**src/rtl/sqrt_pkg.sv**
```systemverilog
// Shared types and helpers for the iterative square-root control path.
package sqrt_pkg;

    typedef enum logic [2:0] {
        IDLE = 3'd0,
        BOOT = 3'd1,
        CMP  = 3'd2,
        STEP = 3'd3,
        ADJ  = 3'd4,
        DONE = 3'd5
    } state_t;

    typedef enum logic {
        MODE_FLOOR = 1'b0,
        MODE_CEIL  = 1'b1
    } mode_t;

    // Largest root representable for a WIDTH-bit radicand: 2**(WIDTH/2)-1.
    function automatic int unsigned default_max_iter(input int unsigned width);
        return (32'd1 << (width / 32'd2)) - 32'd1;
    endfunction

endpackage

```
**src/rtl/sqrt_iter_counter.sv**
```systemverilog
// Saturating STEP counter with synchronous clear and terminal-count flag.
module sqrt_iter_counter #(
    parameter int unsigned MAX_ITER = 15,
    parameter int unsigned CNT_W    = 4
) (
    input  logic             clk,
    input  logic             rst,
    input  logic             i_clr,
    input  logic             i_inc,
    output logic [CNT_W-1:0] o_cnt,
    output logic             o_tc_c
);

    logic [CNT_W-1:0] r_cnt;

    assign o_tc_c = (r_cnt == CNT_W'(MAX_ITER));
    assign o_cnt  = r_cnt;

    // Clear wins over increment; increment is blocked at terminal count so the value never wraps.
    always_ff @(posedge clk or negedge rst) begin
        if (!rst) begin
            r_cnt <= '0;
        end else if (i_clr) begin
            r_cnt <= '0;
        end else if (i_inc && !o_tc_c) begin
            r_cnt <= r_cnt + CNT_W'(1);
        end
    end

endmodule

```
**src/rtl/sqrt_ctrl_param.sv**
```systemverilog
// Control FSM for the root/square register sqrt datapath: handshake, iteration bound, exact flag, ceil adjust.
module sqrt_ctrl_param
    import sqrt_pkg::*;
#(
    parameter int unsigned WIDTH    = 8,
    parameter int unsigned MAX_ITER = default_max_iter(WIDTH),
    parameter int unsigned CNT_W    = $clog2(MAX_ITER + 1)
) (
    input  logic             clk,
    input  logic             rst,
    input  logic             start_i,
    input  logic             mode_i,
    input  logic             cmp_le_i,
    input  logic             cmp_eq_i,
    output logic             boot_o,
    output logic             muxes_o,
    output logic             wr_root_o,
    output logic             wr_square_o,
    output logic             ready_o,
    output logic             busy_o,
    output logic             done_o,
    output logic             exact_o,
    output logic             err_o,
    output logic [CNT_W-1:0] iter_o
);

    state_t           r_state;
    state_t           w_state_nxt;
    mode_t            r_mode;
    mode_t            w_mode_nxt;
    logic             r_exact;
    logic             w_exact_nxt;
    logic             r_err;
    logic             w_err_nxt;
    logic             w_cnt_clr;
    logic             w_cnt_inc;
    logic             w_cnt_tc;
    logic [CNT_W-1:0] w_iter;
    logic             w_iter_zero;

    // Output strobes decoded from the next state so the registered copies track the current state.
    logic r_boot, r_muxes, r_wr_root, r_wr_square, r_ready, r_busy, r_done;
    logic w_boot, w_muxes, w_wr_root, w_wr_square, w_ready, w_busy, w_done;

    sqrt_iter_counter #(
        .MAX_ITER (MAX_ITER),
        .CNT_W    (CNT_W)
    ) u_iter_counter (
        .clk    (clk),
        .rst    (rst),
        .i_clr  (w_cnt_clr),
        .i_inc  (w_cnt_inc),
        .o_cnt  (w_iter),
        .o_tc_c (w_cnt_tc)
    );

    assign w_iter_zero = (w_iter == '0);

    // Next-state, flag updates and strobe decode.
    always_comb begin
        w_state_nxt = r_state;
        w_mode_nxt  = r_mode;
        w_exact_nxt = r_exact;
        w_err_nxt   = r_err;
        w_cnt_clr   = 1'b0;
        w_cnt_inc   = 1'b0;
        w_boot      = 1'b0;
        w_muxes     = 1'b0;
        w_wr_root   = 1'b0;
        w_wr_square = 1'b0;
        w_ready     = 1'b0;
        w_busy      = 1'b0;
        w_done      = 1'b0;

        case (r_state)
            IDLE: begin
                if (start_i) begin
                    w_state_nxt = BOOT;
                    w_mode_nxt  = mode_t'(mode_i);
                end
            end
            BOOT: begin
                w_cnt_clr   = 1'b1;
                w_exact_nxt = 1'b0;
                w_err_nxt   = 1'b0;
                w_state_nxt = CMP;
            end
            CMP: begin
                if (cmp_le_i) begin
                    if (!w_cnt_tc) begin
                        w_state_nxt = STEP;
                    end else begin
                        w_err_nxt   = 1'b1;
                        w_state_nxt = DONE;
                    end
                end else if (w_iter_zero) begin
                    // (0+1)^2 > N only when N is zero, which is a perfect square.
                    w_exact_nxt = 1'b1;
                    w_state_nxt = DONE;
                end else if ((r_mode == MODE_CEIL) && !r_exact) begin
                    w_state_nxt = ADJ;
                end else begin
                    w_state_nxt = DONE;
                end
            end
            STEP: begin
                w_cnt_inc   = 1'b1;
                // S == N before the step means the incremented root squares to N.
                w_exact_nxt = cmp_eq_i;
                w_state_nxt = CMP;
            end
            ADJ: begin
                w_state_nxt = DONE;
            end
            DONE: begin
                w_state_nxt = IDLE;
            end
            default: begin
                w_state_nxt = IDLE;
            end
        endcase

        case (w_state_nxt)
            IDLE: begin
                w_ready = 1'b1;
            end
            BOOT: begin
                w_busy      = 1'b1;
                w_boot      = 1'b1;
                w_wr_root   = 1'b1;
                w_wr_square = 1'b1;
            end
            CMP: begin
                w_busy  = 1'b1;
                w_muxes = 1'b1;
            end
            STEP: begin
                w_busy      = 1'b1;
                w_muxes     = 1'b1;
                w_wr_root   = 1'b1;
                w_wr_square = 1'b1;
            end
            ADJ: begin
                w_busy    = 1'b1;
                w_muxes   = 1'b1;
                w_wr_root = 1'b1;
            end
            DONE: begin
                w_done = 1'b1;
            end
            default: begin
                w_ready = 1'b0;
            end
        endcase
    end

    // State register.
    always_ff @(posedge clk or negedge rst) begin
        if (!rst) begin
            r_state <= IDLE;
        end else begin
            r_state <= w_state_nxt;
        end
    end

    // Latched mode and result flags.
    always_ff @(posedge clk or negedge rst) begin
        if (!rst) begin
            r_mode  <= MODE_FLOOR;
            r_exact <= 1'b0;
            r_err   <= 1'b0;
        end else begin
            r_mode  <= w_mode_nxt;
            r_exact <= w_exact_nxt;
            r_err   <= w_err_nxt;
        end
    end

    // Registered datapath and handshake strobes.
    always_ff @(posedge clk or negedge rst) begin
        if (!rst) begin
            r_boot      <= 1'b0;
            r_muxes     <= 1'b0;
            r_wr_root   <= 1'b0;
            r_wr_square <= 1'b0;
            r_ready     <= 1'b1;
            r_busy      <= 1'b0;
            r_done      <= 1'b0;
        end else begin
            r_boot      <= w_boot;
            r_muxes     <= w_muxes;
            r_wr_root   <= w_wr_root;
            r_wr_square <= w_wr_square;
            r_ready     <= w_ready;
            r_busy      <= w_busy;
            r_done      <= w_done;
        end
    end

    assign boot_o      = r_boot;
    assign muxes_o     = r_muxes;
    assign wr_root_o   = r_wr_root;
    assign wr_square_o = r_wr_square;
    assign ready_o     = r_ready;
    assign busy_o      = r_busy;
    assign done_o      = r_done;
    assign exact_o     = r_exact;
    assign err_o       = r_err;
    assign iter_o      = w_iter;

endmodule

```
**config.mk**
```make
export PLATFORM = sky130hd
export DESIGN_NAME = sqrt_ctrl_param
export DESIGN_NICKNAME = d
export VERILOG_FILES = /design/src/rtl/sqrt_pkg.sv /design/src/rtl/sqrt_iter_counter.sv /design/src/rtl/sqrt_ctrl_param.sv
export SDC_FILE = /design/constraint.sdc
export NUM_CORES = 1
export LEC_CHECK = 0
export CAP_MARGIN = 10
export CORE_ASPECT_RATIO = 1.25
export CORE_MARGIN = 3
export CORE_UTILIZATION = 47
export DETAILED_ROUTE_END_ITERATION = 16
export PLACE_DENSITY = 0.76
export SYNTH_ARGS = -nofsm -noshare
export SYNTH_HDL_FRONTEND = slang
export SYNTH_SLANG_ARGS = --single-unit
```
**constraint.sdc**
```tcl
create_clock -name clk -period 2.2 [get_ports clk]
set_clock_uncertainty 0.2 [all_clocks]
set_input_delay 0.33 -clock clk [delete_from_list [all_inputs] [get_ports clk]]
set_output_delay 0.33 -clock clk [all_outputs]
set_load 0.03 [all_outputs]
```
==> results of run 1 <==
==> state kept, by name (all words and copies together), names as in the netlist <==
signal                flops
wr_square_o               1
boot_o                    1
exact_o                   1
r_mode                    1
busy_o                    1
ready_o                   1
muxes_o                   1
u_iter_counter.o_cnt      4
r_state                   3
done_o                    1
err_o                     1
wr_root_o                 1
==> cell type report <==
class | count | area, um^2 | area share (%)
inverters | 5 | 18.8 | 1.80
well taps | 18 | 22.5 | 2.16
repair buffers | 20 | 195 | 18.7
clock buffers | 3 | 22.5 | 2.16
flip-flops and latches | 17 | 427 | 41.0
multi-input cells | 55 | 348 | 33.4
clock inverters | 1 | 7.51 | 0.721
==> synthesized netlist by cell type <==
| cell | number | area (um^2) |
|---|---|---|
| buf_6 | 1 | 11.3 |
| nand2_1 | 2 | 7.51 |
| dfstp_2 | 1 | 26.3 |
| o211ai_1 | 1 | 7.51 |
| a311oi_1 | 1 | 8.76 |
| inv_1 | 5 | 18.8 |
| or3b_1 | 1 | 8.76 |
| nor2b_1 | 2 | 12.5 |
| a31oi_1 | 2 | 12.5 |
| nand2b_1 | 4 | 25.0 |
| ha_1 | 2 | 25.0 |
| and3_1 | 1 | 6.26 |
| a31o_2 | 1 | 8.76 |
| nor3_1 | 2 | 10.0 |
| o31ai_1 | 1 | 7.51 |
| clkbuf_1 | 1 | 3.75 |
| nand3_1 | 4 | 20.0 |
| a2bb2oi_1 | 2 | 17.5 |
| o21ai_0 | 10 | 50.1 |
| nor2_1 | 4 | 15.0 |
| o21bai_1 | 1 | 7.51 |
| a2111oi_2 | 1 | 15.0 |
| buf_4 | 2 | 15.0 |
| a21oi_1 | 6 | 30.0 |
| mux2_2 | 1 | 11.3 |
| nor3b_1 | 1 | 7.51 |
| nand4_1 | 2 | 12.5 |
| dfrtp_1 | 16 | 400 |
| a211oi_1 | 1 | 7.51 |
| and2_1 | 1 | 6.26 |
| or4_1 | 1 | 7.51 |
==> worst max-delay path by stage <==
| stage | startpoint | to | slack, ps | cells after the start |
|---|---|---|---|---|
| after floorplan | u_iter_counter.o_cnt[0] | wr_root_o | 390 | 5 |
| after global placement | cmp_le_i | wr_root_o | 160 | 4 |
| after detailed placement | cmp_le_i | wr_root_o | 120 | 4 |
| after CTS | ready_o | ready_o | 180 | 1 |
| after global routing | u_iter_counter.o_cnt[0] | muxes_o | 130 | 5 |
| final | ready_o | ready_o | 200 | 1 |
==> cells by family (layout without fill, tap and decap cells) <==
family                     Yosys count  count (layout)  synth area share, %
AOI/OAI and AO/OA                   27              27                 21.0
adders and majority gates            2               2                 3.04
buffers and inverters                9              29                 5.93
DFF                                 17              17                 51.8
muxes                                1               1                 1.37
and+or+nand+nor                     25              25                 16.9
==> layout by cell type, fill, tap and decap left out, types with 3 or more instances in the layout <==
cell / netlist / layout
clkdlybuf4s50_1: 0 / 18
dfrtp_1: 16 / 16
o21ai_0: 10 / 10
a21oi_1: 6 / 6
inv_1: 5 / 5
nand2b_1: 4 / 4
nand3_1: 4 / 4
nor2_1: 4 / 4
clkbuf_4: 0 / 3
==> power by group through the flow <==
stage                     clock network [uW]  registers (uW)  logic [uW]
final                                    171             594         766
after global routing                     189             619         841
after CTS                                175             592         774
after detailed placement                   0             597         770
after global placement                     0             598         755
after floorplan                            0             704         409
==> per-stage QoR <==
step	instances	hold slack [ps]	cell area (um^2)	power, uW
finish	119	155	1040	1530
global route	119	163	1040	1650
CTS	119	158	1040	1540
detailed placement	115	325	1010	1370
global placement	115	319	1010	1350
floorplan	81	-166	823	1110
==> per-layer routing <==
layer | up-vias | track usage (%)
met5 | - | 0
met4 | 0 | 6.03
met3 | 2 | 3.44
met2 | 21 | 28.3
met1 | 323 | 20.3
li1 | 334 | -
==> results.txt, run 1 <==
Status: completed
Antenna violations before repair: 0
Row cnt: 16
Global-route wire length before repair: 2.81 mm
Syn Area/Cell: 10.2 um^2
Worst EP required: 1670 ps
Initial Util: 51.4%
Die X: 43.4 um
Drt total wl: 1.67 mm
Type of origin of the critical path: register
NumNets Final: 110
Vias in the first global route: 661
Seq/Total Area, Yosys: 51.8%
Post-route DRC violation count: 0
Max-slew violations: 0
Reg power frac: 38.8%
Critical R2R Launch: u_iter_counter.o_cnt[0]
Antenna-violating nets left: 0
Post-CTS repair timing setup buffer count: 0
Min-Delay Path Class: primary input to async pin
Setup slack, reg-to-reg: 380 ps
TritonCTS clock tree: yes
Clk pwr share: 11.2%
Vias/cell: 5.71
Routed wire length per instance: 14.0 um
Synth-to-Final Area Change: 26.4%
Critical Path Sink Type: output pin
Core Area: 1600 um^2
Top delay family on crit path: buffers and inverters
Synth Register Bits: 17
Post-DP HPWL: 1.20 mm
H-tree depth: 1
Vias: 680
RSZ-0062 raised after global routing: no
CP max stage delay: 660 ps
Synth warn: 0
Slew @ Worst Pin: 430 ps
Worst Reg2Reg Path Length in Cells: 5
FF-to-FF End: busy_o
Clk slew on worst S/H paths: 110 ps
Worst VDD drop: 831 uV
Leak Pwr: 0.000433 uW
M1 WL: 702 um
Routed wire length on met2: 831 um
Placement Setup Slack: 117 ps
Root buffer cell: clkbuf_4
Sw frac: 44.4%
Worst Path Arrival: 1470 ps
Final Setup Violations: 0
GRT overflow: 0
Setup WS post-layout: 197 ps
Mapped Area: 823 um^2
Met3 Wirelength: 111 um
Fmax: 0.499 GHz
Syn_nets: 89
Slew headroom: 71.3%
Number of top-level pins: 19
CP Cell Sequence: clkdlybuf4s50_1
ANT cells: 0
Cell count after synthesis: 81
Pin count of the biggest net entering global routing: 18
Minimum clock period: 2000 ps
# port buffers: 18
Share of cells above drive strength 1: 9.90%
Worst skew pair latency: 290 ps
Crit path kind: register to output pin
Max-Cap Viols: 0
Distinct cells, synth: 31
Pre-Repair DR Iteration Count: 4
Total Routing Usage GR: 16.6%
Clock Path Buffers: 2
Placer Congestion: 0.722
Die ar.: 2290 um^2
Core Util, Final: 65.0%
Sw Pwr: 679 uW
TritonCTS Buffers: 3
Crit-path max FO: 1
Clk sinks: 17
Die Y: 52.8 um
DR iter-0 viols: 8
Internal power: 851 uW
# fillers: 140
Post-cts sizing count: 0
Highest Signal Layer: met4
PwrDens: 1470 nW/um^2
Tcrit/Tclk final: 91.1%
Total negative slack: 0 ps
Fin. Hold Viols: 0
CP bufs+invs: 1
Combinational fraction of design power: 50.0%
Worst path slowest cell: clkdlybuf4s50_1
Post-CTS Hold Buffers: 0
(Power assumes the default switching activity.)
==> inputs of run 2 (changes only) <==
--- a/config.mk
+++ b/config.mk
@@ -6,11 +6,10 @@
 export NUM_CORES = 1
 export LEC_CHECK = 0
 export CAP_MARGIN = 10
-export CORE_ASPECT_RATIO = 1.25
 export CORE_MARGIN = 3
-export CORE_UTILIZATION = 47
+export CORE_UTILIZATION = 51
 export DETAILED_ROUTE_END_ITERATION = 16
-export PLACE_DENSITY = 0.76
+export PLACE_DENSITY = 0.87
 export SYNTH_ARGS = -nofsm -noshare
 export SYNTH_HDL_FRONTEND = slang
 export SYNTH_SLANG_ARGS = --single-unit
==> constraint.sdc (replaced) <==
create_clock -name clk -period 2.5 [get_ports clk]
set_clock_uncertainty 0.2 [all_clocks]
set_input_delay 0.375 -clock clk [delete_from_list [all_inputs] [get_ports clk]]
set_output_delay 0.375 -clock clk [all_outputs]
set_load 0.03 [all_outputs]
==> results.txt, run 2 (same netlist as run 1, synthesis figures left out) <==
Status: completed
Antenna-violating nets left: 0 (unchanged)
Post-cts sizing count: 0 (unchanged)
Vias: 692 (+1.8%)
Clk slew on worst S/H paths: 90 ps (-20 ps)
Die ar.: 2130 um^2 (-7.0%)
Clk sinks: 17 (unchanged)
Leak Pwr: 0.000424 uW (-2.0%)
FF-to-FF End: busy_o
Initial Util: 58.9% (+7.4 points)
DR iter-0 viols: 27 (+19)
RSZ-0062 raised after global routing: no
ANT cells: 0 (unchanged)
Routed wire length per instance: 14.7 um (+5.4%)
Final Cell Area: 1020 um^2 (-2.2%)
GRT overflow: 0 (unchanged)
Post-CTS Hold Buffers: 0 (unchanged)
Worst EP required: 1920 ps (+250 ps)
Drt total wl: 1.68 mm (+0.96%)
Worst Reg2Reg Path Length in Cells: 5 (unchanged)
Vias in the first global route: 653 (-1.2%)
Global-route wire length before repair: 2.83 mm (+0.75%)
Share of cells above drive strength 1: 7.07% (-2.8 points)
Pin count of the biggest net entering global routing: 21 (+3)
Met3 global-route usage: 3.91% (+0.47 points)
TritonCTS Buffers: 3 (unchanged)
Die X: 46.2 um (+6.3%)
Core Util, Final: 72.8% (+7.8 points)
Min-Delay Path Class: primary input to async pin
H-tree depth: 1 (unchanged)
Post-route DRC violation count: 0 (unchanged)
CP Cell Sequence: clkdlybuf4s50_1
Row cnt: 13 (-3)
Max-slew violations: 0 (unchanged)
Tcrit/Tclk final: 81.6%
# fillers: 103 (-26%)
Critical Path Sink Type: output pin
Placer Congestion: 0.755 (+4.5%)
Worst skew pair latency: 280 ps (about the same)
Worst Path Arrival: 1460 ps (about the same)
Clock Path Buffers: 2 (unchanged)
Total Routing Usage GR: 19.1% (+2.5 points)
Most common cell after layout, fill and taps aside: clkdlybuf4s50_1
Pwr Total: 1330 uW (-13%)
CP bufs+invs: 1 (unchanged)
Vias/cell: 6.07 (+6.2%)
Slew @ Worst Pin: 723 ps (+293 ps)
# port buffers: 18 (unchanged)
Met2 usage: 28.8% (+0.52 points)
Top delay family on crit path: buffers and inverters
Crit path kind: register to output pin
Placed cell count: 110 (-4.3%)
Post-DP HPWL: 1.20 mm (+0.35%)
NumNets Final: 108 (-1.8%)
Synth-to-Final Area Change: 23.7%
Met1 Track Usage GR: 25.1% (+4.8 points)
Pre-Repair DR Iteration Count: 4 (unchanged)
PwrDens: 1310 nW/um^2 (-11%)
Worst VDD drop: 950 uV (+14%)
Worst path slowest cell: clkdlybuf4s50_1
Max-Cap Viols: 0 (unchanged)
Final Setup Violations: 0 (unchanged)
Setup slack, reg-to-reg: 640 ps (+260 ps)
DP Area: 992 um^2 (-1.9%)
Largest register FFs: 4 (unchanged)
Crit-path max FO: 1 (unchanged)
Core Area: 1400 um^2 (-13%)
Commonest non-fill, non-tap cells in the layout: clkdlybuf4s50_1, dfrtp_1, o21ai_0
Slew headroom: 51.6% (-20 points)
Number of top-level pins: 19 (unchanged)
CP max stage delay: 660 ps (about the same)
Gr busiest metal: met2
Final Non-Filler Cells: 114 (-4.2%)
Critical R2R Launch: u_iter_counter.o_cnt[1]
TritonCTS clock tree: yes
Fmax: 0.490 GHz
Minimum clock period: 2040 ps
Antenna violations before repair: 0 (unchanged)
Post-CTS repair timing setup buffer count: 0 (unchanged)
Die Y: 46.2 um (-13%)
Root buffer cell: clkbuf_4
Type of origin of the critical path: register
Total negative slack: 0 ps (unchanged)
Fin. Hold Viols: 0 (unchanged)
-- run 2: changes by cell type in the layout (fill, tap and decap cells not counted) --
| cell | delta |
|---|---|
| clkinvlp_4 | -1 |
| clkbuf_1 | +1 |
| buf_4 | -2 |
-- run 2: how the worst max path moves through the flow --
stage / startpoint / cells past startpoint / end
after floorplan: u_iter_counter.o_cnt[0] / 5 / wr_root_o
after global placement: cmp_le_i / 4 / wr_root_o
after detailed placement: cmp_le_i / 4 / wr_root_o
after CTS: ready_o / 1 / ready_o
after global routing: u_iter_counter.o_cnt[2] / 1 / iter_o[2]
final: ready_o / 1 / ready_o
-- run 2: final cells by class --
type                            count  area, um^2  area share [%]
Clock buffer                        4        26.3            2.58
Inverter                            5        18.8            1.84
Multi-Input combinational cell     55         348            34.2
Sequential cell                    17         427            41.9
Tap cell                           15        18.8            1.84
Timing Repair Buffer               18         180            17.7
-- run 2: metrics by stage --
stage	hold WS [ps]	worst slack, ps
after floorplan	-121	686
after global placement	285	404
after detailed placement	304	385
after CTS	325	446
after global routing	341	412
final	313	461
-- run 2: per-layer routing --
layer	wire length, um	vias to the layer above
met5	0	-
met4	33	0
met3	107	6
met2	794	34
met1	746	322
li1	-	330
-- run 2: where the power goes --
group          leakage [uW]  internal (uW)  total, uW  switching (uW)
combinational      0.000197            287        647             360
clock             0.0000150           62.0        142            80.4
sequential         0.000212            392        546             154
